<file path="src/rtl/strm_pix_fifo_if.sv">
// Pixel stream bus around the FIFO: upstream (axis_m_*), downstream (axis_s_*) and fill level.
// The slave modport is the FIFO side; master is the side driving pixels in and draining them.
interface strm_pix_fifo_if #(
  parameter int DATA_W = 8,
  parameter int CNT_W  = 5
);
  logic [DATA_W-1:0] axis_m_data;
  logic              axis_m_valid;
  logic              axis_m_ready;
  logic              axis_m_last;
  logic [DATA_W-1:0] axis_s_data;
  logic              axis_s_valid;
  logic              axis_s_ready;
  logic              axis_s_last;
  logic [CNT_W-1:0]  level;

  modport slave (
    input  axis_m_data, axis_m_valid, axis_m_last, axis_s_ready,
    output axis_m_ready, axis_s_data, axis_s_valid, axis_s_last, level
  );

  modport master (
    output axis_m_data, axis_m_valid, axis_m_last, axis_s_ready,
    input  axis_m_ready, axis_s_data, axis_s_valid, axis_s_last, level
  );
endinterface

</file>
<file path="src/rtl/strm_pix_fifo.sv">
// First-word-fall-through pixel FIFO carrying end-of-line with each pixel.
// Define STRM_PIX_FIFO_PKT_MODE_EN to hold output until a whole line (or a full buffer) is stored.
module strm_pix_fifo #(
  parameter  int DATA_W = 8,
  parameter  int DEPTH  = 16,
  localparam int CNT_W  = $clog2(DEPTH) + 1
) (
  input  logic               clk,
  input  logic               rst,
  strm_pix_fifo_if.slave     bus
);
  localparam int PTR_W = CNT_W - 1;
  localparam logic [CNT_W-1:0] C_FULL = CNT_W'(DEPTH);
  localparam logic [CNT_W-1:0] C_ZERO = '0;
  localparam logic [CNT_W-1:0] C_ONE  = CNT_W'(1);

  logic [DATA_W:0]   r_mem [DEPTH];
  logic [PTR_W-1:0]  r_wptr;
  logic [PTR_W-1:0]  r_rptr;
  logic [CNT_W-1:0]  r_level;
  logic              r_started;
  logic [DATA_W:0]   r_head;

  logic              w_m_ready;
  logic              w_s_valid;
  logic              w_push;
  logic              w_pop;
  logic [PTR_W-1:0]  w_rptr_inc;
  logic [CNT_W-1:0]  w_after_pop;
  logic [CNT_W-1:0]  w_level_next;

  // Ready depends only on level plus a flag that keeps it low until the first edge out of reset.
  assign w_m_ready  = r_started & (r_level < C_FULL);
  assign w_push     = bus.axis_m_valid & w_m_ready;
  assign w_pop      = w_s_valid & bus.axis_s_ready;
  assign w_rptr_inc = r_rptr + 1'b1;
  assign w_after_pop = w_pop ? (r_level - C_ONE) : r_level;
  assign w_level_next = w_push ? (w_after_pop + C_ONE) : w_after_pop;

`ifdef STRM_PIX_FIFO_PKT_MODE_EN
  logic [CNT_W-1:0]  r_lines;
  logic              w_line_in;
  logic              w_line_out;

  assign w_line_in  = w_push & bus.axis_m_last;
  assign w_line_out = w_pop & r_head[DATA_W];

  always_ff @(posedge clk or posedge rst) begin
    if (rst) begin
      r_lines <= '0;
    end else if (w_line_in & ~w_line_out) begin
      r_lines <= r_lines + C_ONE;
    end else if (w_line_out & ~w_line_in) begin
      r_lines <= r_lines - C_ONE;
    end
  end

  // Full override keeps lines longer than the buffer from deadlocking.
  assign w_s_valid = (r_level != C_ZERO) & ((r_lines != C_ZERO) | (r_level == C_FULL));
`else
  assign w_s_valid = (r_level != C_ZERO);
`endif

  always_ff @(posedge clk) begin
    if (w_push) begin
      r_mem[r_wptr] <= {bus.axis_m_last, bus.axis_m_data};
    end
  end

  always_ff @(posedge clk or posedge rst) begin
    if (rst) begin
      r_wptr    <= '0;
      r_rptr    <= '0;
      r_level   <= '0;
      r_started <= 1'b0;
    end else begin
      r_started <= 1'b1;
      r_level   <= w_level_next;
      if (w_push) begin
        r_wptr <= r_wptr + 1'b1;
      end
      if (w_pop) begin
        r_rptr <= w_rptr_inc;
      end
    end
  end

  // Head register: loads the incoming beat when it lands in an otherwise empty buffer,
  // otherwise the next stored entry on a pop; holds in every other case.
  always_ff @(posedge clk or posedge rst) begin
    if (rst) begin
      r_head <= '0;
    end else if (w_push && (w_after_pop == C_ZERO)) begin
      r_head <= {bus.axis_m_last, bus.axis_m_data};
    end else if (w_pop && (r_level > C_ONE)) begin
      r_head <= r_mem[w_rptr_inc];
    end
  end

  assign bus.axis_m_ready = w_m_ready;
  assign bus.axis_s_valid = w_s_valid;
  assign bus.axis_s_data  = r_head[DATA_W-1:0];
  assign bus.axis_s_last  = r_head[DATA_W];
  assign bus.level        = r_level;

endmodule

</file>
<file path="src/flat_wrapper.sv">
// flat-port wrapper written by rule: the top's interface ports become plain ports
module strm_pix_fifo_flat 
#(
  parameter  int DATA_W = 8,
  parameter  int DEPTH  = 16,
  localparam int CNT_W  = $clog2(DEPTH) + 1
)
  (clk, rst, bus_axis_m_data, bus_axis_m_valid, bus_axis_m_last, bus_axis_s_ready, bus_axis_m_ready, bus_axis_s_data, bus_axis_s_valid, bus_axis_s_last, bus_level);
  strm_pix_fifo_if #(.DATA_W(DATA_W), .CNT_W(($clog2(DEPTH) + 1))) bus_i ();
  input  logic clk;
  input  logic rst;
  input wire logic [$bits(bus_i.axis_m_data)-1:0] bus_axis_m_data;
  input wire logic [$bits(bus_i.axis_m_valid)-1:0] bus_axis_m_valid;
  input wire logic [$bits(bus_i.axis_m_last)-1:0] bus_axis_m_last;
  input wire logic [$bits(bus_i.axis_s_ready)-1:0] bus_axis_s_ready;
  output wire logic [$bits(bus_i.axis_m_ready)-1:0] bus_axis_m_ready;
  output wire logic [$bits(bus_i.axis_s_data)-1:0] bus_axis_s_data;
  output wire logic [$bits(bus_i.axis_s_valid)-1:0] bus_axis_s_valid;
  output wire logic [$bits(bus_i.axis_s_last)-1:0] bus_axis_s_last;
  output wire logic [$bits(bus_i.level)-1:0] bus_level;
  assign bus_i.axis_m_data = bus_axis_m_data;
  assign bus_i.axis_m_valid = bus_axis_m_valid;
  assign bus_i.axis_m_last = bus_axis_m_last;
  assign bus_i.axis_s_ready = bus_axis_s_ready;
  assign bus_axis_m_ready = bus_i.axis_m_ready;
  assign bus_axis_s_data = bus_i.axis_s_data;
  assign bus_axis_s_valid = bus_i.axis_s_valid;
  assign bus_axis_s_last = bus_i.axis_s_last;
  assign bus_level = bus_i.level;
  strm_pix_fifo #(.DATA_W(DATA_W), .DEPTH(DEPTH)) u_core (.clk(clk), .rst(rst), .bus(bus_i));
endmodule
</file>
<file path="config.mk">
export PLATFORM = sky130hd
export DESIGN_NAME = strm_pix_fifo_flat
export DESIGN_NICKNAME = d
export VERILOG_FILES = /design/src/rtl/strm_pix_fifo_if.sv /design/src/rtl/strm_pix_fifo.sv /design/src/flat_wrapper.sv
export SDC_FILE = /design/constraint.sdc
export NUM_CORES = 1
export LEC_CHECK = 0
export BUFFER_PORTS_ARGS = -buffer_cell sky130_fd_sc_hd__buf_4
export CORE_AREA = 2 2 118 206
export DETAILED_ROUTE_END_ITERATION = 8
export DIE_AREA = 0 0 120 208
export GPL_TIMING_DRIVEN = 1
export PLACE_DENSITY_LB_ADDON = 0.08
export SLEW_MARGIN = 15
export SYNTH_ARGS = -nofsm -noshare
export SYNTH_HDL_FRONTEND = slang
export SYNTH_SLANG_ARGS = --single-unit
export TNS_END_PERCENT = 100
</file>
<file path="constraint.sdc">
create_clock -name clk -period 3.9 [get_ports clk]
set_input_delay 0.78 -clock clk [delete_from_list [all_inputs] [get_ports clk]]
set_output_delay 0.78 -clock clk [all_outputs]
set_load 0.02 [all_outputs]
</file>
# Yosys cells after proc, flatten, opt, wreduce, memory -nomap -nowiden
# Memories as Yosys holds them, arrays and structs flattened.
# Index checks and enable logic that the tools add are counted.
# totals
register_bits	23
mem_bits_rw	144
input_bits	13
out_inout_bits	16
elab_cells	26
mem_count	1
# classes
n_addsub	4
n_lt_le_gt_ge	2
mux	6
bitwise_logic	3
reduce_logical	5
# memory_table
name	depth	word_bits	rd	rd_ports_with_merged_regs	wr	line	rtl
u_core.r_mem	16	9	1	0	1	strm_pix_fifo.sv:17	logic [DATA_W:0] r_mem [DEPTH];
# op_table
cell	n
9-bit 2-to-1 mux	2
5-bit 2-to-1 mux	2
4-bit by 1-bit adder with 4-bit output, second input constant	2
5-bit by 1-bit adder with 5-bit output, second input constant	1
5-bit by 1-bit > comparator with 1-bit output, second input constant	1
5-bit zero test	1
5-bit less-than comparator, second input constant	1
5-bit nonzero test	1
5-bit by 1-bit subtractor with 5-bit output, second input constant	1
1-bit AND	3
1-bit logical AND	2
1-bit 2-to-1 mux	2
2-bit nonzero test	1

# Longest topological paths before layout
# logic_depth
ltp_word	6
ltp_mapped	13
mapped_depth_nobuf	9

# Least setup slack after synthesis
# No wires, ideal clock.
# synth_timing
path_kind	flip-flop to flip-flop
startpoint	register u_core.r_level[0] (netlist: u_core.bus.level[0])
endpoint	register u_core.r_head[4]
setup_time_ps	95
arrival_time_ps	2592
required_ps	3805
path_slack_ps	1213
path_stages_with_launch	13
path_buffers	4
synth_period_minus_slack_ps	2687
cell_sequence	dfrtp_1 inv_1 ha_1 or4b_1 buf_2 and2_4 buf_6 xnor2_4 ha_1 and4_1 buf_6 buf_8 o31ai_1
# synth_via
elab_chain_len	6
word_cells_on_any_way	13
cone_classes	add/sub (1); order compare (2); mux (2); bitwise (3); reduce/logical (5)
# synth_lines
element	line	rtl
start: declaration	strm_pix_fifo.sv:20	logic [CNT_W-1:0] r_level;
start signal: assignment	strm_pix_fifo.sv:78	r_level <= w_level_next;
5-bit nonzero test *	strm_pix_fifo.sv:61	assign w_s_valid = (r_level != C_ZERO);
net bus_axis_s_valid	flat_wrapper.sv:18	output wire logic [$bits(bus_i.axis_s_valid)-1:0] bus_axis_s_valid;
1-bit AND *	strm_pix_fifo.sv:35	assign w_pop = w_s_valid & bus.axis_s_ready;
5-bit 2-to-1 mux	strm_pix_fifo.sv:37	assign w_after_pop = w_pop ? (r_level - C_ONE) : r_level;
5-bit zero test	strm_pix_fifo.sv:93	end else if (w_push && (w_after_pop == C_ZERO)) begin
1-bit logical AND	strm_pix_fifo.sv:93	
9-bit 2-to-1 mux or 2-bit nonzero test (tied branches)	-	
end signal: assignment	strm_pix_fifo.sv:94	r_head <= {bus.axis_m_last, bus.axis_m_data};
end signal: assignment	strm_pix_fifo.sv:96	r_head <= r_mem[w_rptr_inc];
end: declaration	strm_pix_fifo.sv:22	logic [DATA_W:0] r_head;
# Mark *: on every way through the listed nets, which the timed path passes. The rest lies on a longest branch.
# A chain may end at the register's enable or synchronous reset.

# Worst setup path in the final report
# layout_timing
startpoint	register u_core.r_level[0] (netlist: u_core.bus.level[0])
endpoint	register u_core.r_head[2]
# layout_via
elab_chain_len	6
word_cells_on_any_way	13
cone_classes	add/sub (1); order compare (2); mux (2); bitwise (3); reduce/logical (5)
# layout_lines
element
branches (longest 6 deep; another with 5-bit by 1-bit subtractor with 5-bit output)
# Parallel ways; which one is timed is not known.

==> parameters.txt <==
Parameter                              Value

Critical path
  R2R cell count    8
  Kind of start point of the critical path    register
  Dominant delay contributor by cell family on the critical path    simple AND/OR/NAND/NOR gates
  Data required time of the critical path    4.18 ns
  WP depth    8
  Cell seen most often among critical-path stages    sky130_fd_sc_hd__ha_1
  Maximum fanout along the worst path    18
  CP Class    reg -> reg
  Buffers & Inverters on Critical Path    1
  Delay of the slowest cell on the worst path    0.61 ns
  Master of the slowest instance on the critical path    sky130_fd_sc_hd__and4_1
  Worst Setup End Kind    register
  CP Cell Sequence    inv_1, ha_1, or4b_1, and2_4, xnor2_4, ha_1, and4_1, o31ai_1
  Data arrival time of the critical path    3.21 ns

Timing
  Unrepaired setup endpoints after global routing    false
  Final period util    75.1%
  Final count of negative-setup-slack endpoints    0
  Fin Setup TNS    0 ns
  Worst setup skew after layout    0.00895 ns
  Max-slew violations    0
  Slew headroom    23.7%
  Tightest Pin Transition    1.14 ns
  Achievable frequency    342 MHz
  Final Hold Viols    0
  Final setup slack of the worst path    0.972 ns
  Post-layout min period    2.93 ns

Clocking
  Setup fix buffers added after clock tree synthesis    0
  Total CTS buffers    17
  Post-cts sizing count    0
  Number of H-tree levels    4
  TritonCTS clock tree    done
  Clock network latency to the later pin of the worst-skew pair    0.43 ns
  Number of buffers on the longest clock path    2
  Worst-path clk slew    0.06 ns
  TritonCTS Sinks    167
  Root buffer cell    sky130_fd_sc_hd__clkbuf_16
  Post-cts hold buffer count    0

Pwr
  Proportion of power drawn by flip-flops and latches    37.9%
  Power density over the cells    760 nW/um2
  Power dissipated by switching net loads    2.09 mW
  Static power due to leakage    2.68 nW
  Sw frac    34.5%
  Combinational share of power    36.9%
  Internal power of the cells    3.97 mW
  Clock group share of total power    25.2%
  Power Total    6.07 mW
  Worst IR Drop VDD    0.306 mV

Route
  Wire length on met3    508 um
  Routed wire length per instance    22.7 um
  Vias per inst    4.63
  Via count    3460
  Count of TritonRoute iterations in the first routing pass    4
  ANT nets after route    0
  Final WL    17.0 mm
  Number of remaining DRC errors    0
  Met2 wire length    9.57 mm
  Routed length on met1    6.57 mm
  Number of DRC markers after the initial detailed-route iteration    263
  Uppermost layer routed    met4

Finish
  Final layout net count    455
  Count of filler cells inserted in the layout    2242
  Most common cell after layout, fill and taps aside    sky130_fd_sc_hd__edfxtp_1
  Antenna cells    0
  Area overhead of the layout relative to synthesis    15.4%
  Commonest cells after routing, fill and taps aside    sky130_fd_sc_hd__edfxtp_1 (144), sky130_fd_sc_hd__mux4_2 (36), sky130_fd_sc_hd__buf_4 (33)
  Ratio of cells with drive above 1 in the final layout    22.5%

Placed design
  Port buffer count    28
  Final weighted congestion of routability-driven global placement    0.704
  Pre-CTS setup slack    0.972 ns
  Estimated wirelength of the detail-placed design    11.5 mm

GRT
  Global Route Usage Sum    14.6%
  First-pass GRT wire length    25.7 mm
  Total congestion overflow after global routing    0
  Vias in the first global route    3812
  Antenna violations before repair    0
  Maximum number of pins on one net before global-route repair    37

Synth
  Avg Inst Size Synth    17.4 um2
  Count of synthesis-stage warnings from yosys    0
  Post-synthesis net count    419
  Share of the yosys chip area belonging to registers    70.8%
  Count of distinct cell types in the synthesized netlist    41
  Synth Instances    397
  Combined area of all synthesized cells    6920 um2
  Number of flip-flops and latches in the synthesized netlist    167

Die
  Die extent in y    208 um
  Core Area    23200 um2
  Number of rows in the core area    74
  Initial cell density of the core    29.8%
  Die area    25000 um2
  Total I/O pin count    29
  X dimension of the die    120 um

Run status
  Status    complete, no violations

Hold path
  Hold WC Path Type    reg -> reg
  Cell count of the worst hold path    2

Job
  Number of max-cap violations    0
[power groups by stage]
stage / logic [mW] / clock network (mW) / registers [mW]
2_1_floorplan: 1.45 / 0 / 2.35
6_report: 2.24 / 1.53 / 2.30
3_3_place_gp: 2.31 / 0 / 2.34
4_1_cts: 2.32 / 1.57 / 2.30
5_1_grt: 2.46 / 1.64 / 2.33
3_5_place_dp: 2.31 / 0 / 2.34
[cell usage after synthesis]
cell                       instances  area, um2
sky130_fd_sc_hd__buf_8             1       15.0
sky130_fd_sc_hd__and4_1            1       8.76
sky130_fd_sc_hd__clkbuf_1          5       18.8
sky130_fd_sc_hd__nor3b_1           2       15.0
sky130_fd_sc_hd__and2_4            1       8.76
sky130_fd_sc_hd__nor2_1           15       56.3
sky130_fd_sc_hd__and2_1           17        106
sky130_fd_sc_hd__nand2b_1          1       6.26
sky130_fd_sc_hd__nand3_1           2       10.0
sky130_fd_sc_hd__a22oi_1           2       15.0
sky130_fd_sc_hd__dfrtp_1          23        576
sky130_fd_sc_hd__nand2_1          21       78.8
sky130_fd_sc_hd__edfxtp_1        144       4320
sky130_fd_sc_hd__and2b_1           1       7.51
sky130_fd_sc_hd__o31ai_1           9       67.6
sky130_fd_sc_hd__buf_2             6       30.0
sky130_fd_sc_hd__ha_1              9        113
sky130_fd_sc_hd__inv_1            23       86.3
sky130_fd_sc_hd__a21oi_1           2       10.0
sky130_fd_sc_hd__a31oi_1           2       12.5
sky130_fd_sc_hd__nand4b_2          1       15.0
sky130_fd_sc_hd__buf_1             1       3.75
sky130_fd_sc_hd__or4b_1            1       10.0
sky130_fd_sc_hd__xnor2_1          10       87.6
sky130_fd_sc_hd__clkbuf_2          1       5.00
sky130_fd_sc_hd__xor2_1            3       26.3
sky130_fd_sc_hd__nor2b_1          22        138
sky130_fd_sc_hd__or3_1             1       6.26
sky130_fd_sc_hd__buf_6             2       22.5
sky130_fd_sc_hd__nand4_1           2       12.5
sky130_fd_sc_hd__conb_1            1       3.75
sky130_fd_sc_hd__o21ai_0           2       10.0
sky130_fd_sc_hd__o21ai_4           1       16.3
sky130_fd_sc_hd__mux4_2           36        811
sky130_fd_sc_hd__nor3_1            3       15.0
sky130_fd_sc_hd__xnor2_4           1       27.5
sky130_fd_sc_hd__nor4_2            1       12.5
sky130_fd_sc_hd__and3_1            1       6.26
sky130_fd_sc_hd__o22ai_1           9       56.3
sky130_fd_sc_hd__nor4_1           10       62.6
sky130_fd_sc_hd__buf_4             1       7.51
[worst paths after layout]
check                                                    from                           end  slack (ns)
worst max-delay path            u_core.bus.level[0]$_DFF_PP0_  u_core.r_head[2]$_DFFE_PP0P_        0.97
worst min-delay path             u_core.r_rptr[1]$_DFFE_PP0N_  u_core.r_rptr[1]$_DFFE_PP0N_        0.55
worst max register to register  u_core.bus.level[0]$_DFF_PP0_  u_core.r_head[2]$_DFFE_PP0P_        0.97
worst min register to register   u_core.r_rptr[1]$_DFFE_PP0N_  u_core.r_rptr[1]$_DFFE_PP0N_        0.55
max in group asynchronous                                 rst  u_core.r_rptr[0]$_DFFE_PP0N_        2.69
min in group asynchronous                                 rst  u_core.r_rptr[3]$_DFFE_PP0N_        0.57
[logic make-up (layout without fill, tap and decap cells)]
kind of cell / count (synthesis) / in the layout / share of synthesized area (%)
xor+xnor: 14 / 14 / 2.04
simple gates: 103 / 103 / 8.32
flops: 167 / 167 / 70.8
buf+inv: 40 / 87 / 2.73
other cells: 1 / 1 / 0.0542
fa+ha+maj: 9 / 9 / 1.63
mux: 36 / 36 / 11.7
compound gates: 27 / 27 / 2.71
[sequential cells by signal (all words and copies together) (netlist names)]
register and cells:
u_core.r_mem 144, u_core.r_head 9, u_core.bus.level 5, u_core.r_rptr 4, u_core.r_wptr 4, u_core.r_started 1
[routing by layer]
layer	global-route usage (%)	vias up
met5	0	-
met4	5.35	0
met3	3.07	18
met2	26.7	65
met1	16.4	1794
li1	-	1583
[metrics by stage]
step                      util, %  area (um2)  hold WS (ns)  instances
after global placement       32.1        7470         0.543        718
after detailed placement     32.1        7470         0.540        718
after global routing         34.4        7980         0.590        748
final                        34.4        7980         0.549        748
after floorplan                 -        6920         0.492        397
after CTS                    34.4        7980         0.555        748
[worst min-delay path, delay by kind of cell, from the launching register on]
kind / cells / cell delay, ns
flops: 1 / 0.40
simple gates: 2 / 0.12
[cell type report]
type	instances	area, um2	area share [%]
well taps	304	380	4.76
clock inverters	12	87.6	1.10
inverters	23	86.3	1.08
repair buffers	34	268	3.35
multi-input cells	190	1830	22.9
flip-flops and latches	167	4900	61.4
clock buffers	18	429	5.38
Power figures use the tool's default switching activity.
